`src/rtl/io_irq_controller.sv`:
```
// Memory-mapped interrupt controller: masks device level lines, arbitrates one winner,
// runs a req/ack handshake and blocks until EOI. Define IRQ_ROUND_ROBIN_EN for rotating priority.
module io_irq_controller #(
  parameter int                    BITS       = 32,
  parameter int                    NUM_SRC    = 4,
  parameter logic [BITS-1:0]       ID_ADDR    = 32'hF0000900,
  parameter logic [BITS-1:0]       MASK_ADDR  = 32'hF0000904,
  parameter logic [BITS-1:0]       EOI_ADDR   = 32'hF0000908,
  parameter logic [NUM_SRC-1:0]    MASK_RESET = '0
) (
  input  logic               clk,
  input  logic               reset,
  input  logic               we,
  input  logic               re,
  input  logic [BITS-1:0]    memAddr,
  input  logic [BITS-1:0]    dataBusIn,
  output logic [BITS-1:0]    dataBusOut,
  input  logic [NUM_SRC-1:0] devIrq,
  output logic               intReq,
  input  logic               intAck,
  output logic [7:0]         intId
);

  typedef enum logic [1:0] {
    IDLE    = 2'd0,
    REQ     = 2'd1,
    SERVICE = 2'd2,
    HOLD    = 2'd3
  } state_t;

  state_t               state_q, state_d;
  logic [7:0]           cur_id_q, cur_id_d;
  logic [NUM_SRC-1:0]   mask_q, mask_d;
  logic                 eoi_err_q, eoi_err_d;
`ifdef IRQ_ROUND_ROBIN_EN
  logic [7:0]           rr_ptr_q, rr_ptr_d;
`endif

  logic [NUM_SRC-1:0]   eligible;
  logic [NUM_SRC-1:0]   cur_sel;
  logic                 cur_live;
  logic [7:0]           winner;
  logic                 rd_strobe;
  logic                 rd_id;
  logic                 rd_mask;
  logic                 wr_mask;
  logic                 wr_eoi;
  logic                 busy;
  logic                 unused_bits;

  function automatic logic [7:0] pick_fixed(input logic [NUM_SRC-1:0] elig);
    logic [7:0] win;
    win = '0;
    for (int i = NUM_SRC - 1; i >= 0; i--) begin
      if (elig[i]) win = 8'(i);
    end
    return win;
  endfunction

`ifdef IRQ_ROUND_ROBIN_EN
  // Scan upward from the pointer, wrapping, and keep the first hit.
  function automatic logic [7:0] pick_rr(input logic [NUM_SRC-1:0] elig,
                                         input logic [7:0] ptr);
    logic [7:0]         win;
    logic               found;
    logic [NUM_SRC-1:0] sh;
    int                 idx;
    win   = '0;
    found = 1'b0;
    for (int i = 0; i < NUM_SRC; i++) begin
      idx = (int'(ptr) + i) % NUM_SRC;
      sh  = elig >> idx;
      if (!found && sh[0]) begin
        win   = 8'(idx);
        found = 1'b1;
      end
    end
    return win;
  endfunction
`endif

  assign eligible  = devIrq & mask_q;
  assign cur_sel   = NUM_SRC'(1) << cur_id_q;
  assign cur_live  = |(eligible & cur_sel);
  assign rd_strobe = re & ~we;
  assign rd_id     = rd_strobe && (memAddr == ID_ADDR);
  assign rd_mask   = rd_strobe && (memAddr == MASK_ADDR);
  assign wr_mask   = we && (memAddr == MASK_ADDR);
  assign wr_eoi    = we && (memAddr == EOI_ADDR);
  assign busy      = (state_q == REQ) || (state_q == SERVICE);
  assign unused_bits = ^dataBusIn;

`ifdef IRQ_ROUND_ROBIN_EN
  assign winner = pick_rr(eligible, rr_ptr_q);
`else
  assign winner = pick_fixed(eligible);
`endif

  always_comb begin
    state_d   = state_q;
    cur_id_d  = cur_id_q;
    mask_d    = mask_q;
    eoi_err_d = eoi_err_q;
`ifdef IRQ_ROUND_ROBIN_EN
    rr_ptr_d  = rr_ptr_q;
`endif
    if (wr_mask) mask_d = dataBusIn[NUM_SRC-1:0];
    // Read-clear comes first so an EOI mismatch in the same cycle still sets the flag.
    if (rd_id) eoi_err_d = 1'b0;
    case (state_q)
      IDLE: begin
        if (|eligible) begin
          cur_id_d = winner;
          state_d  = REQ;
        end
      end
      REQ: begin
        if (intAck) state_d = SERVICE;
        else if (!cur_live) state_d = IDLE;
      end
      SERVICE: begin
        if (wr_eoi) begin
          if (dataBusIn[7:0] == cur_id_q) begin
            state_d = HOLD;
`ifdef IRQ_ROUND_ROBIN_EN
            rr_ptr_d = (cur_id_q == 8'(NUM_SRC - 1)) ? 8'd0 : cur_id_q + 8'd1;
`endif
          end else begin
            eoi_err_d = 1'b1;
          end
        end
      end
      HOLD: state_d = IDLE;
      default: state_d = IDLE;
    endcase
  end

  always_ff @(posedge clk) begin
    if (reset) begin
      state_q   <= IDLE;
      cur_id_q  <= '0;
      mask_q    <= MASK_RESET;
      eoi_err_q <= 1'b0;
`ifdef IRQ_ROUND_ROBIN_EN
      rr_ptr_q  <= '0;
`endif
    end else begin
      state_q   <= state_d;
      cur_id_q  <= cur_id_d;
      mask_q    <= mask_d;
      eoi_err_q <= eoi_err_d;
`ifdef IRQ_ROUND_ROBIN_EN
      rr_ptr_q  <= rr_ptr_d;
`endif
    end
  end

  assign intReq = (state_q == REQ);
  assign intId  = cur_id_q;

  always_comb begin
    dataBusOut = '0;
    if (rd_id) begin
      dataBusOut[7:0] = cur_id_q;
      dataBusOut[8]   = busy;
      dataBusOut[9]   = eoi_err_q;
    end else if (rd_mask) begin
      dataBusOut[NUM_SRC-1:0] = mask_q;
    end
  end

endmodule

```
`config.mk`:
```
export PLATFORM = sky130hd
export DESIGN_NAME = io_irq_controller
export DESIGN_NICKNAME = d
export VERILOG_FILES = /design/src/rtl/io_irq_controller.sv
export SDC_FILE = /design/constraint.sdc
export NUM_CORES = 1
export LEC_CHECK = 0
export CAP_MARGIN = 20
export CORE_ASPECT_RATIO = 1.75
export CORE_UTILIZATION = 29
export DETAILED_ROUTE_END_ITERATION = 10
export GPL_TIMING_DRIVEN = 0
export PLACE_DENSITY = 0.81
export SETUP_SLACK_MARGIN = 0.05
export SLEW_MARGIN = 20
export SYNTH_ARGS = -nofsm -noshare
export SYNTH_HDL_FRONTEND = slang
export SYNTH_SLANG_ARGS = --single-unit
```
`constraint.sdc`:
```
create_clock -name clk -period 2.4 [get_ports clk]
set_clock_uncertainty 0.15 [all_clocks]
set_input_delay 0.48 -clock clk [delete_from_list [all_inputs] [get_ports clk]]
set_output_delay 0.48 -clock clk [all_outputs]
set_load 0.03 [all_outputs]
```
; Word level (Yosys, flattened, before mapping)
; Index checks and enable logic that the tools add are counted.
[word_totals]
reg_bits = 15
input_bits = 73
out_inout_bits = 41
wordCells = 47
[classes]
n_eq_ne = 11
n_shift = 1
muxes = 17
n_bitwise = 4
reduce_logical = 10
[op_table]
columns = operator, n
row1 = 32-bit equality test (second input constant), 3
row2 = 8-bit 2-to-1 mux, 3
row3 = 2-bit 2-to-1 mux, 6
row4 = 4-bit AND, 2
row5 = 8-bit equality test, 1
row6 = 4-bit 2-to-1 mux, 2
row7 = 2-bit one-hot mux with 4 select lines, 1
row8 = 4-bit OR reduction, 2
row9 = 1-bit by 8-bit << shifter with 4-bit output (first input constant), 1
row10 = 6-bit 2-to-1 mux, 1
row11 = 2-bit equality test (second input constant), 2
row12 = 1-bit logical AND, 4
row13 = 1-bit 2-to-1 mux, 4
row14 = 2-bit inequality test (second input constant), 2
row15 = 4-bit AND reduction, 1
row16 = 3-bit inequality test (second input constant), 1
row17 = 2-bit by 1-bit equality test with 1-bit output (second input constant), 1
row18 = 2-bit logical NOT, 1
row19 = 2-bit by 1-bit inequality test with 1-bit output (second input constant), 1
row20 = 2-bit AND reduction, 1
row21 = 1-bit AND, 1
row22 = 1-bit logical OR, 1
row23 = 1-bit inverter, 1

; Depth between registers and ports, before layout
[logic_depth]
ltp_word = 7
mapped_depth = 7
ltp_nobuf = 7

; Worst setup path after synthesis
; Ideal clock, no wire load.
[synth_path]
path_kind = input port to output port
from = input memAddr[13]
to = output dataBusOut[0]
arrival_ps = 1759
required_time_ps = 1770
path_slack_ps = 11
cell_stages = 5
path_buffers = 0
path_cell_list = nor4_1 nand4_2 nor3_1 and4b_1 a22o_1
[synth_between]
elab_chain_cells = 4
word_cells_on_any_way = 6
classes_between = 2 x eq/ne / 2 x mux / 2 x reduce/logical
[synth_lines]
columns = item, line
row1 = "start, declared", 15  ; input logic [BITS-1:0] memAddr,
row2 = 32-bit equality test, 87  ; assign rd_mask = rd_strobe && (memAddr == MASK_ADDR);
row3 = 1-bit logical AND, 87
row4 = 4-bit 2-to-1 mux, 167  ; end else if (rd_mask) begin
row5 = 4-bit 2-to-1 mux *, 163  ; if (rd_id) begin
row6 = "end, declared", 17  ; output logic [BITS-1:0] dataBusOut,
; Mark *: on every way between the ends. The rest lies on a longest branch, timed or not.

; Final worst setup path
[layout_path]
from = input memAddr[15]
to = output dataBusOut[2]
; The elaborated chain is that of the path after synthesis.

==> metrics <==
Min-Delay Path Depth 2; ANT cells 0; Post-DP HPWL 2270 um; CTS sink count 9; top cells by area, synth buf_4, dfxtp_1, ha_1, mux2i_1, nor4b_2; worst reg2reg startpoint intId[0]$_SDFFE_PP0P_; Post-synth EDFFs 0; critical-path maximum fanout 4; unrepaired setup endpoints after global routing yes; Residual DRC 0; worst hold slack 0.325 ns; most common cell in the netlist buf_4; Clock Tree Buf Depth 2; fin area 2010 um2; drt total wl 2870 um; Mapped Cells 121; core box area 3590 um2; CTS tree built; grt ovf 0; CP required 1.77 ns; setup TNS -0.169 ns; Async S/R FF share, synth 0; Placer Congestion 0.739; clock latency on the worst-skew pair 0.23 ns; Initial Util 0.303; worst reg-to-reg path cell count 4; Worst VDD drop 0.191 mV; Vias 1,106; Final Hold Fails 0; Worst Setup End Kind primary output; share of the synthesized area in the top cell type 0.220; sequential area share after synthesis 0.165; startpoint class of the critical path primary input; Yosys cell types 37; Slew Viols, Final 0; final setup fails 4; layout cells sized above 1 0.445; Vias/cell 4.16; vias in the first global route 1,042; PortBufs 57; CTS clock-pin slew for the worst setup and hold paths 0.04 ns; Fmax 408 MHz; worst min path class reg -> reg; synthesized cell area 1090 um2; top_reg_cell synth dfxtp_1; number of routed nets with antenna violations 0; HP Start eoi_err_q$_SDFF_PP0_; fin crit period 2.45 ns; Synth warnings 0; largest net degree at the start of global routing 11; Yosys top cell by area buf_4; Pre-antenna DRT Iters 4; Die X 48.3 um; first-pass GRT wire length 4410 um; CTS hold repair buffers 0; pre-CTS setup slack -1.07 ns; WHS Endpoint eoi_err_q$_SDFF_PP0_; total track usage 0.143; final worst-path cycle share 1.02; Core Rows 29; Setup CP Type in -> out; Leakage 0.969 nW; outcome finished with violations; worst setup path start memAddr[15]; die area 4020 um2; fin nets 298; synth cell count leaders buf_4, dfxtp_1, nand2_1, nand2b_1, nor2_1; wire per inst 10.8 um; synthesized flop and latch total 9; failing checks negative setup slack; power density cells 288 nW/um2; area post-placement 1840 um2; initial antenna violation count 0; final setup margin -0.0493 ns; Synth-to-Final Area Change 84.7%; H-tree depth 1; Max Cap Viol 0; iteration-0 DRC count of the detailed router 11; Die Ht 83.1 um; Ports 114; worst path arrival time 1.82 ns; Clock Tree Root clkbuf_8; CTS Buf Count 3; Mapped Avg Cell Area 9.01 um2; internal reg-to-reg setup slack 0.41 ns
[per-stage QoR]
| stage | instances | utilization | total power, mW |
|---|---|---|---|
| final | 266 | 0.560 | 0.579 |
| after global routing | 266 | 0.560 | 0.607 |
| after CTS | 265 | 0.552 | 0.578 |
| after detailed placement | 255 | 0.512 | 0.398 |
| after global placement | 255 | 0.512 | 0.395 |
| after floorplan | 152 | - | 0.301 |
[cells by family (layout without fill, tap and decap cells)]
| family | Yosys count | after routing | share of synthesized area |
|---|---|---|---|
| and+or+nand+nor | 48 | 48 | 0.321 |
| other | 1 | 32 | 0.00344 |
| adders and majority gates | 4 | 4 | 0.0459 |
| muxes | 6 | 6 | 0.0666 |
| xor gates and xnor gates | 2 | 2 | 0.0161 |
| buffers and inverters | 36 | 104 | 0.235 |
| DFF | 9 | 9 | 0.165 |
| AOI/OAI and AO/OA | 15 | 15 | 0.146 |
[metal layers]
| metal | vias to the layer above | track usage | wire length [um] |
|---|---|---|---|
| met5 | - | 0 | 0 |
| met4 | 0 | 0.0936 | 59 |
| met3 | 4 | 0.0403 | 273 |
| met2 | 64 | 0.278 | 1600 |
| met1 | 475 | 0.119 | 942 |
| li1 | 563 | - | - |
[worst max path at each step]
stage	to	slack, ns
after floorplan	dataBusOut[8]	0.09
after global placement	dataBusOut[2]	-1.07
after detailed placement	dataBusOut[2]	-1.07
after CTS	dataBusOut[2]	-0.1
after global routing	dataBusOut[2]	-0.15
final	dataBusOut[2]	-0.05
[what timing repair did]
| action | 4_1_cts | 5_1_grt |
|---|---|---|
| endpoints found under the setup margin | 6 | 8 |
| resized for setup | 169 | 9 |
| pin swaps | 19 | 9 |
| setup buffers | 6 | 1 |
[where the power goes]
group / leakage [nW] / switching (mW) / internal, mW / total (mW)
logic: 0.874 / 0.128 / 0.117 / 0.245
clock network: 0.0228 / 0.0635 / 0.116 / 0.180
registers: 0.0726 / 0.00257 / 0.152 / 0.154
[placed cells by master, fill, tap and decap left out, types with 2 or more instances in the layout]
cell and count:
buf_4 38, conb_1 32, clkdlybuf4s50_1 18, buf_6 18
buf_2 11, dfxtp_1 9, clkdlybuf4s15_1 8, and2_4 6
nand2_1 6, nand2b_1 6, nor2_1 5, mux2i_1 5
nor4_4 4, a21oi_1 4, ha_1 4, inv_1 3
nor4b_4 3, or2b_1 3, clkbuf_8 3, a22o_4 2
a211oi_1 2, xnor2_1 2, dlygate4sd2_1 2, clkbuf_2 2
[area by class of cell]
type,instances,area [um2]
fill,334,1580
multi-input combinational,107,888
clock buffer,4,45.0
sequential,9,180
inverter,3,11.3
tap,46,57.6
timing repair buffer,64,586
buffer,33,245
[critical path, stage by stage]
cell and delay (ns):
buf_6 0.10, nor4_4 0.32, nand4_4 0.18, nor3_2 0.15, and4b_2 0.31, and2_4 0.16
buf_6 0.12
(Power assumes the default switching activity.)
